$ cat src/rtl/debounce_pkg.sv
// Shared state encoding and helpers for the push-button conditioning stages.
// Sibling button blocks import this so every stage agrees on the 2-bit state map.
package debounce_pkg;

    typedef enum logic [1:0] {
        RELEASED    = 2'b00,
        PRESS_CHK   = 2'b01,
        PRESSED     = 2'b10,
        RELEASE_CHK = 2'b11
    } state_t;

    // The debounced level stays high while a release is still being qualified.
    function automatic logic level_of(input state_t st);
        return (st == PRESSED) || (st == RELEASE_CHK);
    endfunction

endpackage

$ cat src/rtl/sync_2ff.sv
// Two-flop synchronizer for a single asynchronous input; both flops clear to 0 on reset.
module sync_2ff (
    input  logic CLK_FPGA,
    input  logic RST_N,
    input  logic d,
    output logic q
);

    logic meta_reg;
    logic sync_reg;

    always_ff @(posedge CLK_FPGA or negedge RST_N) begin
        if (!RST_N) begin
            meta_reg <= 1'b0;
            sync_reg <= 1'b0;
        end else begin
            meta_reg <= d;
            sync_reg <= meta_reg;
        end
    end

    assign q = sync_reg;

endmodule

$ cat src/rtl/button_debouncer.sv
// Push-button debouncer: normalize, synchronize, then require DEBOUNCE_CYCLES stable
// samples before accepting a level change; emits registered level and edge strobes.
module button_debouncer
    import debounce_pkg::*;
#(
    parameter int DEBOUNCE_CYCLES = 1000000,
    parameter bit BTN_ACTIVE_LOW  = 1'b1
) (
    input  logic CLK_FPGA,
    input  logic RST_N,
    input  logic BTN_RAW,
    output logic Btn,
    output logic Btn_Press,
    output logic Btn_Release
);

    localparam int                CNT_W    = $clog2(DEBOUNCE_CYCLES);
    localparam logic [CNT_W-1:0]  CNT_LAST = CNT_W'(DEBOUNCE_CYCLES - 1);

    logic             btn_norm;
    logic             s;
    state_t           state_reg, state_next;
    logic [CNT_W-1:0] cnt_reg, cnt_next;
    logic             btn_reg, btn_next;
    logic             press_reg, press_next;
    logic             release_reg, release_next;

    assign btn_norm = BTN_RAW ^ BTN_ACTIVE_LOW;

    sync_2ff u_sync (
        .CLK_FPGA (CLK_FPGA),
        .RST_N    (RST_N),
        .d        (btn_norm),
        .q        (s)
    );

    always_ff @(posedge CLK_FPGA or negedge RST_N) begin
        if (!RST_N) begin
            state_reg   <= RELEASED;
            cnt_reg     <= '0;
            btn_reg     <= 1'b0;
            press_reg   <= 1'b0;
            release_reg <= 1'b0;
        end else begin
            state_reg   <= state_next;
            cnt_reg     <= cnt_next;
            btn_reg     <= btn_next;
            press_reg   <= press_next;
            release_reg <= release_next;
        end
    end

    always_comb begin
        state_next = state_reg;
        cnt_next   = cnt_reg;
        case (state_reg)
            RELEASED: begin
                if (s) begin
                    state_next = PRESS_CHK;
                    cnt_next   = '0;
                end
            end
            PRESS_CHK: begin
                // A bounce at any point, including the last check cycle, aborts.
                if (!s) begin
                    state_next = RELEASED;
                end else if (cnt_reg == CNT_LAST) begin
                    state_next = PRESSED;
                end else begin
                    cnt_next = cnt_reg + 1'b1;
                end
            end
            PRESSED: begin
                if (!s) begin
                    state_next = RELEASE_CHK;
                    cnt_next   = '0;
                end
            end
            RELEASE_CHK: begin
                if (s) begin
                    state_next = PRESSED;
                end else if (cnt_reg == CNT_LAST) begin
                    state_next = RELEASED;
                end else begin
                    cnt_next = cnt_reg + 1'b1;
                end
            end
            default: begin
                state_next = RELEASED;
                cnt_next   = '0;
            end
        endcase
    end

    // Outputs are computed from the upcoming state so they register alongside it.
    always_comb begin
        btn_next     = level_of(state_next);
        press_next   = (state_reg == PRESS_CHK)   && (state_next == PRESSED);
        release_next = (state_reg == RELEASE_CHK) && (state_next == RELEASED);
    end

    assign Btn         = btn_reg;
    assign Btn_Press   = press_reg;
    assign Btn_Release = release_reg;

endmodule
$ cat config.mk
export PLATFORM = sky130hd
export DESIGN_NAME = button_debouncer
export DESIGN_NICKNAME = d
export VERILOG_FILES = /design/src/rtl/debounce_pkg.sv /design/src/rtl/sync_2ff.sv /design/src/rtl/button_debouncer.sv
export SDC_FILE = /design/constraint.sdc
export NUM_CORES = 1
export LEC_CHECK = 0
export BUFFER_PORTS_ARGS = -buffer_cell sky130_fd_sc_hd__buf_2
export CORE_MARGIN = 3
export CORE_UTILIZATION = 50
export DETAILED_ROUTE_END_ITERATION = 8
export GPL_TIMING_DRIVEN = 0
export PLACE_DENSITY = 0.77
export SYNTH_ARGS = -nofsm -noshare
export SYNTH_HDL_FRONTEND = slang
export SYNTH_SLANG_ARGS = --single-unit
$ cat constraint.sdc
create_clock -name CLK_FPGA -period 2.1 [get_ports CLK_FPGA]
set_input_delay 0.21 -clock CLK_FPGA [delete_from_list [all_inputs] [get_ports CLK_FPGA]]
set_output_delay 0.21 -clock CLK_FPGA [all_outputs]
set_load 0.01 [all_outputs]
==> summary.md, run 1 <==
| Metric | Value |
|---|---|
| Status | finished clean |
| Commonest non-fill, non-tap cell in the layout | dfrtp_1 |
| Util after Layout | 0.597 |
| Syn nets | 153 |
| Placed Cells | 185 |
| Iteration-0 DRC Markers | 128 |
| First-pass GRT wire length | 6000 µm |
| CP max stage delay | 0.53 ns |
| Post-synth EDFFs | 0 |
| FILL cells | 233 |
| Cell Int Power | roughly 670 µW |
| Ys flop type | dfrtp_1 |
| GRT Util Overall | 0.219 |
| Number of global-route vias before repair | 1235 |
| Crit start category | flip-flop |
| I/O Pins | 6 |
| Die footprint | roughly 3800 µm² |
| Skew-Pair Late Insertion Delay | 0.33 ns |
| DRC | 0 |
| Min-delay worst type | reg -> reg |
| Root buf cell | clkbuf_4 |
| Dpl hpwl | 2470 µm |
| Vias per Instance | 6.87 |
| Worst Path Class, Setup | reg -> reg |
| Critical path cell sequence | ha_2 -> and4_4 -> nand3b_4 -> or4_4 -> mux2_4 |
| RD Place Congestion | 0.899 |
| Async set-or-reset flop fraction in the synthesized netlist | 1.00 |
| CP Max Fanout | 6 |
| Num Clock Sinks | 26 |
| Initial antenna violation count | 0 |
| Clock period minus final worst setup slack | 2.03 ns |
| Share of the yosys chip area belonging to registers | 0.421 |
| Crit path required time | 2.34 ns |
| Fin cells | 193 |
| NetSw | between 200 and 300 µW |
| Post-Synthesis Cell Area | 1550 µm² |
| GRT overflow | 0 |
| Slew Viols, Final | 0 |
| Slowest CP cell | or4_4 |
| Ant. Diodes | 0 |
| Worst-Margin Slew | 0.582 ns |
| Peak VDD IR | roughly 0.43 mV |
| Worst slew margin | 0.612 |
| Commonest non-fill, non-tap cells in the layout | dfrtp_1 (23), nand2_1 (12), o21ai_0 (8) |
| Initial cell density of the core | 0.542 |
| Post-place instance area | ~1600 µm² |
| Min Hold Slack | 0.376 ns |
| Max-cap violations | 0 |
| Seq pwr share | 0.596 |
| Final hold viol count | 0 |
| Core Box Area | 2850 µm² |
| DRT Wirelength | 3550 µm |
| Layout Nets | 167 |
| Largest net degree at the start of global routing | 27 |
| Yosys cell types | 61 |
| Combinational share of power | 0.119 |
| # H-tree levels | 1 |
| Layout Cell Area excl Fill | about 1700 µm² |
| Die Height | 61.6 µm |
| PD cells | 541 nW/µm² |
| Static Leak | 0.000737 µW |
| Post-Syn Area per Cell | 10.4 µm² |
| Setup Skew | 0.0155 ns |
| Final ANT Viol Nets | 0 |
| Fmax | 493 MHz |
| RSZ-0062 raised after global routing | no |
| Routed len/inst | 18.4 µm |
| YS warnings | 0 |
| Crit. End Element | flip-flop |
| Num rows | 19 |
| CP arrival | 2.27 ns |
| Fin crit share | 0.966 |
| Max reg flops | 20 |
| Clock power share | 0.284 |
| Ratio of cells with drive above 1 in the final layout | 0.222 |
| Die width | 61.6 µm |
| Via Count | 1326 |
| CTS tree | yes |
| Synthesized instance count | 149 |
| Port bufs | 5 |
| Clock-pin transition on the worst setup and hold timing paths | 0.15 ns |
| Synthesis-stage register bit count | 26 |
| Setup violators final | 0 |
| TritonCTS buffer count | 3 |
| TritonRoute pass-1 iters | 4 |
| Bufs on Longest Clock Path | 2 |
| Area Overhead vs Synth | 10.1% |
| Sw Share | 0.272 |
## Yosys cell counts, drive strengths merged (4+ instances only)
cell   count  area share
o31ai      4       0.019
o41ai      5       0.038
inv        5       0.014
nand3      7       0.026
o21ai     11       0.045
and2       4       0.017
nor4       5       0.028
nand4      4       0.026
nand2     12       0.029
nor2       4      0.0097
a21oi      6       0.019
dfrtp     26        0.42
## critical path, delay by kind of cell (launching register included)
family,cells,cell delay [ns]
and+or+nand+nor,3,0.94
DFF,1,0.46
adders and majority gates,1,0.24
muxes,1,0.31
## worst paths after layout
kind,from,to,slack [ns],cells past startpoint
setup / recovery,cnt_reg[0],Btn,0.07,5
hold / removal,u_sync.meta_reg,u_sync.q,0.38,0
setup reg to reg,cnt_reg[0],Btn,0.07,5
hold reg to reg,u_sync.meta_reg,u_sync.q,0.38,0
max in group asynchronous,RST_N,cnt_reg[0],1.28,2
min in group asynchronous,RST_N,Btn_Release,0.40,2
## layout make-up
| cell class | instances | area, µm² | area share |
|---|---|---|---|
| buffer | 5 | 21.3 | 0.0125 |
| clock buffer | 4 | 36.3 | 0.0213 |
| inverter | 6 | 25.0 | 0.0147 |
| multi-input combinational | 112 | 867 | 0.509 |
| sequential | 26 | 654 | 0.384 |
| tap | 31 | 38.8 | 0.0228 |
| timing repair buffer | 9 | 60.1 | 0.0353 |
## power by group through the flow
| stage | registers [µW] | logic, µW | clock network, µW |
|---|---|---|---|
| floorplan | 551 | 72.4 | 0 |
| global placement | 554 | 99.6 | 0 |
| CTS | 548 | 104 | 266 |
| detailed placement | 557 | 101 | 0 |
| global route | 554 | 121 | 301 |
| finish | 549 | 110 | 262 |
## layer usage
metal	global-route usage	part of all wire
met4	0.0818	0.012
met2	0.348	0.48
met5	0	0
met3	0.0440	0.079
met1	0.294	0.43
## cell families after synthesis
| family | share of synthesized area |
|---|---|
| AO/OA/AOI/OAI | 0.261 |
| XOR/XNOR | 0.0113 |
| adder cells (fa/ha/maj) | 0.00809 |
| buffers and inverters | 0.0299 |
| flip-flops | 0.421 |
| multiplexers | 0.0291 |
| AND/OR/NAND/NOR | 0.239 |
## through the flow
stage          TNS (ns)  power [µW]  worst slack, ns
6_report              0         921           0.0724
5_1_grt               0         976          0.00221
2_1_floorplan         0         623            0.127
4_1_cts               0         918           0.0232
3_3_place_gp          0         654           0.0159
3_5_place_dp   -0.00969         658         -0.00969
## timing repair
item | in CTS | in global routing
hold buffers | 1 | 1
pin swaps | 0 | 1
setup buffers | 0 | 2
endpoints found under the setup margin | 5 | 13
endpoints found under the hold margin | 26 | 1
gates resized for setup | 3 | 3
No activity file was read; power rests on OpenSTA's default activity.
==> run 2, diff against run 1 <==
Settings changed: CTS_BUF_LIST from default to sky130_fd_sc_hd__clkbuf_16, SYNTH_HIERARCHICAL from default to 1.
==> run 2 against run 1 <==
  * The flow now finishes with violations (setup timing)
  * Sequential cell count did not move
  * Sequential power fell by 4.4%
  * Critical path depth rose by 3
  * Hold slack got worse by 0.29 ns
==> summary.md, run 2 <==
| Metric | Value |
|---|---|
| Status | complete, but fails checks |
| Failing checks | setup timing |
| Post-Synthesis Cell Area | 1350 µm² (-12%) |
| CP Max Fanout | 5 (-1) |
| Via Count | 1246 (-6.0%) |
| Placed Cells | 176 (-4.9%) |
| Setup violators final | 10 (+10) |
| TritonCTS buffer count | 3 (unchanged) |
| FILL cells | 181 (-22%) |
| Ys flop type | dfrtp_1 |
| TritonRoute pass-1 iters | 4 (unchanged) |
| Vias per Instance | 6.56 (-4.5%) |
| Syn nets | 145 (-5.2%) |
| Slew Viols, Final | 0 (unchanged) |
| Largest net degree at the start of global routing | 27 (unchanged) |
| Ratio of cells with drive above 1 in the final layout | 0.238 (+0.0153) |
| Hold path depth | 2 (+2) |
| First-pass GRT wire length | 5510 µm (-8.3%) |
| CP arrival | 2.28 ns (about the same) |
| Routed len/inst | 17.5 µm (-4.9%) |
| Post-place instance area | 1420 µm² (-12%) |
| DRT Wirelength | 3330 µm (-6.4%) |
| Top cell type by total area after synthesis | dfrtp_1 |
| Post-Syn Area per Cell | 9.60 µm² (-7.5%) |
| Worst slew margin | 0.534 (-0.0776) |
| Ant. Diodes | 0 (unchanged) |
| R2R setup slack | -0.05 ns (-0.12 ns) |
| I/O Pins | 6 (unchanged) |
| Layout Cell Area excl Fill | 1740 µm² (+1.9%) |
| Clock period minus final worst setup slack | 2.15 ns (+0.119 ns) |
| DRC | 0 (unchanged) |
| Commonest non-fill, non-tap cells in the layout | dfrtp_1 (25), nand2_1 (15), o21ai_0 (13) |
| Final ANT Viol Nets | 0 (unchanged) |
| Area contributors post-synth | dfrtp_1 (48%), o21ai_0 (5.5%), o31ai_1 (5.0%), nand2_1 (4.2%), nand3_1 (2.6%) |
| Async set-or-reset flop fraction in the synthesized netlist | 1.00 (unchanged) |
| Fmax | 466 MHz (-5.5%) |
| Skew-Pair Late Insertion Delay | 0.25 ns (-0.08 ns) |
| Worst-Margin Slew | 0.693 ns (+0.111 ns) |
| Yosys cell types | 40 (-34%) |
| Cell Int Power | 931 µW (+39%) |
| Initial antenna violation count | 0 (unchanged) |
| Die width | 58.0 µm (-5.8%) |
| Max reg flops | 20 (unchanged) |
| Clock power share | 0.466 (+0.182) |
| YS warnings | 6 (+6) |
| Root buf cell | clkbuf_16 |
| Num Clock Sinks | 26 (unchanged) |
| CTS tree | yes |
| Launch point of the worst reg-to-reg path | cnt_reg[12] |
| Static Leak | 0.000688 µW (-6.7%) |
| Iteration-0 DRC Markers | 95 (-26%) |
| Crit. End Element | flip-flop |
| Synthesized instance count | 141 (-5.4%) |
| Core Box Area | 2520 µm² (-12%) |
| Fin crit share | 1.02 (+0.0566) |
| Die footprint | 3370 µm² (-11%) |
| Fin cells | 190 (-1.6%) |
| Worst Path Class, Setup | reg -> reg |
| Crit start category | flip-flop |
| PD cells | 669 nW/µm² (+24%) |
| Synthesis-stage register bit count | 26 (unchanged) |
| GRT overflow | 0 (unchanged) |
| Post-synth EDFFs | 0 (unchanged) |
| Final hold viol count | 0 (unchanged) |
| Hold Path End | u_sync/meta_reg |
| Commonest non-fill, non-tap cell in the layout | dfrtp_1 |
| Clock-pin transition on the worst setup and hold timing paths | 0.06 ns (-0.09 ns) |
| Max-cap violations | 0 (unchanged) |
| Area Overhead vs Synth | 28.2% |
| Peak VDD IR | 0.797 mV (+86%) |
| RSZ-0062 raised after global routing | yes |
| Number of global-route vias before repair | 1259 (+1.9%) |
| Min-delay worst type | in -> reg |
| Share of the yosys chip area belonging to registers | 0.481 (+0.0599) |
| Most frequent cell after synthesis | dfrtp_1 |
| Die Height | 58.0 µm (-5.8%) |
| Setup Skew | 0.00266 ns (-0.0129 ns) |
| Seq pwr share | 0.452 (-0.144) |
| Sw Share | 0.197 (-0.0750) |
| GRT Util Overall | 0.207 (-0.0113) |
| Yosys top cell area share | 0.481 (+0.0599) |
| Synth cell count leaders | dfrtp_1 (26), nand2_1 (15), o21ai_0 (15) |
| Port bufs | 5 (unchanged) |
| Worst Reg-to-Reg Cells | 8 (+3) |
| Initial cell density of the core | 0.537 (-0.00540) |
| RD Place Congestion | 0.880 (-2.2%) |
| Num rows | 18 (-1) |
| Layout Nets | 165 (-1.2%) |
| Worst setup margin | -0.0464 ns (-0.119 ns) |
| Crit path required time | 2.23 ns (-0.11 ns) |
| # H-tree levels | 1 (unchanged) |
| Combinational share of power | 0.082 (-0.037) |
| Origin of the worst min-delay path | BTN_RAW |
| Dpl hpwl | 2100 µm (-15%) |
| R2R Path End | cnt_reg[10] |
| NetSw | 229 µW (-8.7%) |
| Worst setup path startpoint | cnt_reg[12] |
| Bufs on Longest Clock Path | 2 (unchanged) |
## run 2: repair_timing
action                                 4_1_cts  5_1_grt
endpoints found under the hold margin       26        0
hold buffers                                 1        0
pin swaps                                    5        3
buffers inserted                             9        2
gates resized for setup                     12        8
setup endpoints to repair                   20       18
gates cloned                                 1        0
## run 2: kinds of logic (layout without fill, tap and decap cells)
logic type      count (synthesis)  count (layout)  share of synthesized area
flops                          26              26                      0.481
xor+xnor                        1               1                    0.00647
fa+ha+maj                       1               1                    0.00924
compound gates                 46              46                      0.221
buf+inv                        10              29                     0.0379
mux                             1               1                    0.00832
simple gates                   56              56                      0.237
## run 2: stage by stage
stage	power (µW)	setup WS, ns	setup TNS, ns	hold WS, ns	utilization
final	1160	-0.0464	-0.365	0.0896	0.688
after global routing	1200	-0.111	-1.11	0.0884	0.688
after CTS	1170	-0.0214	-0.0874	0.0892	0.670
after detailed placement	594	-0.163	-2.02	0.236	0.562
after global placement	590	-0.152	-1.83	0.227	0.562
after floorplan	569	0.00723	0	-0.0856	-
## run 2: how the worst max path moves through the flow
stage                        to  slack [ns]  cells after the start
floorplan           cnt_reg[11]       0.007                      7
global placement    cnt_reg[11]       -0.15                      7
detailed placement   cnt_reg[2]       -0.16                      8
CTS                 cnt_reg[10]       -0.02                      8
global route        cnt_reg[10]       -0.11                      8
finish              cnt_reg[10]       -0.05                      8
## run 2: worst max-delay path, cell delays in order, from the launching register on
cell     delay [ns]
dfrtp_1        0.39
or4b_1         0.53
or4_4          0.46
o21ai_4        0.19
inv_4          0.07
nand2_8        0.09
buf_12         0.12
buf_8          0.12
o31ai_2        0.06
## run 2: routing by layer
layer | global-route usage | up-vias | share of wire
met4 | 0.0430 | 0 | 0.0057
met2 | 0.369 | 59 | 0.52
met3 | 0.0401 | 2 | 0.070
met5 | 0 | - | 0
li1 | - | 573 | -
met1 | 0.261 | 612 | 0.40
## run 2: area by class of cell
| type | instances | area (µm²) | share of cell area |
|---|---|---|---|
| plain buffers | 2 | 18.8 | 0.0108 |
| inverters | 6 | 25.0 | 0.0144 |
| multi-input cells | 105 | 742 | 0.428 |
| well taps | 30 | 37.5 | 0.0216 |
| clock buffers | 3 | 75.1 | 0.0433 |
| repair buffers | 17 | 155 | 0.0894 |
| flip-flops and latches | 26 | 652 | 0.376 |
| clock inverters | 1 | 30.0 | 0.0173 |
## run 2: power groups by stage
stage	clock, µW	sequential, µW	combinational [µW]
floorplan	0	529	39.9
global placement	0	530	60.2
detailed placement	0	531	62.4
CTS	552	522	92.5
global route	570	526	105
finish	541	525	95.2
==> run 3, diff against run 2 <==
Settings changed: CORE_MARGIN 3 to 8, PLACE_DENSITY 0.77 to 0.79, SLEW_MARGIN from default to 25.
==> run 3 against run 2 <==
  * The run still ends with setup timing left
  * Wire length increased by 8.5%
  * Total power is 1.3% higher
  * Clock power is 2% higher
  * Clock-buffer cell count did not move
  * Cell count increased by 0.53%
  * Critical path depth down 2
  * Sequential cell count unchanged
  * Global-route usage fell by 4.1 points
==> summary.md, run 3 (synthesized netlist as in run 2, its figures left out) <==
| Metric | Value |
|---|---|
| Status | complete, but fails checks |
| Failing checks | setup timing |
| Pre-CTS setup slack | -0.218 ns (-0.0545 ns) |
| Max reg flops | 20 (unchanged) |
| Area Overhead vs Synth | 27.4% |
| Crit path required time | 2.25 ns (+0.02 ns) |
| Core Box Area | 2660 µm² (+5.6%) |
| Setup violators final | 9 (-1) |
| Skew-Pair Late Insertion Delay | 0.26 ns (about the same) |
| Worst slew margin | 0.495 (-0.0389) |
| Die width | 68.0 µm (+17%) |
| Worst Path Class, Setup | reg -> reg |
| Via Count | 1224 (-1.8%) |
| Static Leak | 0.000700 µW (+1.7%) |
| GRT Util Overall | 0.167 (-0.0407) |
| Commonest non-fill, non-tap cell in the layout | dfrtp_1 |
| Origin of the worst min-delay path | BTN_RAW |
| Setup Skew | 0.00332 ns (+0.000663 ns) |
| Seq. cell area | 652 µm² (unchanged) |
| Vias per Instance | 6.41 (-2.3%) |
| Launch point of the worst reg-to-reg path | cnt_reg[8] |
| Clock-pin transition on the worst setup and hold timing paths | 0.06 ns (about the same) |
| Fin crit share | 1.04 (+0.0145) |
| Overall power | 1180 µW (+1.3%) |
| Seq pwr share | 0.447 (-0.005) |
| GRT overflow | 0 (unchanged) |
| Routed len/inst | 18.9 µm (+7.9%) |
| CP arrival | 2.33 ns (+0.05 ns) |
| Placed Cells | 177 (+0.57%) |
| Setup_tns | -0.466 ns (-0.102 ns) |
| Worst Reg-to-Reg Cells | 6 (-2) |
| R2R setup slack | -0.08 ns (-0.03 ns) |
| RD Place Congestion | 0.903 (+2.7%) |
| Commonest non-fill, non-tap cells in the layout | dfrtp_1 (25), o21ai_0 (15), nand2_1 (15) |
| Port bufs | 5 (unchanged) |
| NetSw | 242 µW (+5.6%) |
| Max-cap violations | 0 (unchanged) |
| DRT Wirelength | 3610 µm (+8.5%) |
| Bufs on Longest Clock Path | 2 (unchanged) |
| Min-delay worst type | in -> reg |
| Root buf cell | clkbuf_16 |
| Combinational share of power | 0.085 (+0.003) |
| Number of global-route vias before repair | 1214 (-3.6%) |
| Initial antenna violation count | 0 (unchanged) |
| Die footprint | 4630 µm² (+37%) |
| I/O Pins | 6 (unchanged) |
| DRC | 0 (unchanged) |
| First-pass GRT wire length | 5820 µm (+5.6%) |
| PD cells | 682 nW/µm² (+1.9%) |
| Num Clock Sinks | 26 (unchanged) |
| # H-tree levels | 1 (unchanged) |
| Final ANT Viol Nets | 0 (unchanged) |
| Iteration-0 DRC Markers | 92 (-3.2%) |
| Die Height | 68.0 µm (+17%) |
| Clock period minus final worst setup slack | 2.18 ns (+0.0304 ns) |
| Peak VDD IR | 0.642 mV (-19%) |
| Num rows | 19 (+1) |
| Slew Viols, Final | 0 (unchanged) |
| Final hold viol count | 0 (unchanged) |
| Worst setup endpoint | cnt_reg[5] |
| Dpl hpwl | 2200 µm (+5.0%) |
| RSZ-0062 raised after global routing | yes |
| Initial cell density of the core | 0.508 (-0.0282) |
| TritonCTS buffer count | 3 (unchanged) |
| Cell Int Power | 934 µW (+0.29%) |
| CTS tree | yes |
| Sw Share | 0.206 (+0.00837) |
| Fmax | 459 MHz (-1.4%) |
| Layout Nets | 165 (unchanged) |
| Worst setup path startpoint | cnt_reg[8] |
| Largest net degree at the start of global routing | 27 (unchanged) |
| Ant. Diodes | 0 (unchanged) |
| Crit start category | flip-flop |
| Worst setup margin | -0.0768 ns (-0.0304 ns) |
| Crit. End Element | flip-flop |
| Worst-Margin Slew | 0.751 ns (+0.0580 ns) |
| R2R Path End | cnt_reg[5] |
| Fin cells | 191 (+0.53%) |
| Ratio of cells with drive above 1 in the final layout | 0.244 (+0.00625) |
| Footprint of the multi-input gates | 743 µm² (+0.17%) |
| Clock power share | 0.468 (+0.002) |
| FILL cells | 212 (+17%) |
| TritonRoute pass-1 iters | 4 (unchanged) |
| CP Max Fanout | 5 (unchanged) |
-- run 3: cell types whose count changed in the layout (fill, tap and decap cells not counted), moves of 2 or more --
cell	previous run	this run
o31ai_1	3	5
o21ai_0	13	15
o31ai_4	2	0
o22ai_1	2	0
o21ai_1	4	2
o22ai_2	0	2
-- run 3: area by class of cell --
class | count | share of cell area
multi-input combinational | 105 | 0.431
sequential | 26 | 0.378
timing repair buffer | 16 | 0.0783
clock buffer | 3 | 0.0435
tap | 31 | 0.0225
clock inverter | 1 | 0.0174
buffer | 3 | 0.0152
inverter | 6 | 0.0145
-- run 3: power by group through the flow --
| stage | registers, µW | clock network [µW] | logic [µW] |
|---|---|---|---|
| floorplan | 529 | 0 | 39.9 |
| global placement | 530 | 0 | 61.1 |
| detailed placement | 531 | 0 | 65.1 |
| CTS | 522 | 560 | 83.0 |
| global route | 526 | 575 | 110 |
| finish | 526 | 550 | 99.8 |
-- run 3: worst min path at each step --
stage	slack [ns]	cells past startpoint	endpoint
5_1_grt	0.08	2	u_sync/meta_reg
3_3_place_gp	0.23	1	cnt_reg[8]
6_report	0.08	2	u_sync/meta_reg
4_1_cts	0.08	2	u_sync/meta_reg
3_5_place_dp	0.25	1	cnt_reg[17]
2_1_floorplan	-0.09	0	Btn
-- run 3: routing by layer --
layer	up-vias	track usage	routed length, µm
met5	-	0	0
met4	0	0.0793	82
met3	8	0.0426	257
met2	55	0.273	1780
met1	591	0.200	1490
li1	570	-	-
-- run 3: through the flow --
step / area (µm²) / hold WS [ns] / utilization
after floorplan: 1350 / -0.0856 / -
after global placement: 1420 / 0.227 / 0.532
after detailed placement: 1420 / 0.246 / 0.532
after CTS: 1640 / 0.0801 / 0.615
after global routing: 1730 / 0.0822 / 0.648
final: 1730 / 0.0832 / 0.648
-- run 3: timing repair --
action,in CTS,in global routing
cloned,1,0
resized for setup,7,11
buffers inserted,5,5
hold buffers,1,0
pin swaps,3,0
setup endpoints to repair,21,21
endpoints found under the hold margin,26,0
-- run 3: worst max-delay path, cell delays in order, from the launching register on --
cell and delay, ns:
dfrtp_2 0.42, or4b_1 0.51, or4_4 0.46, o21ai_4 0.20, inv_4 0.07, buf_4 0.16, a32o_1 0.24
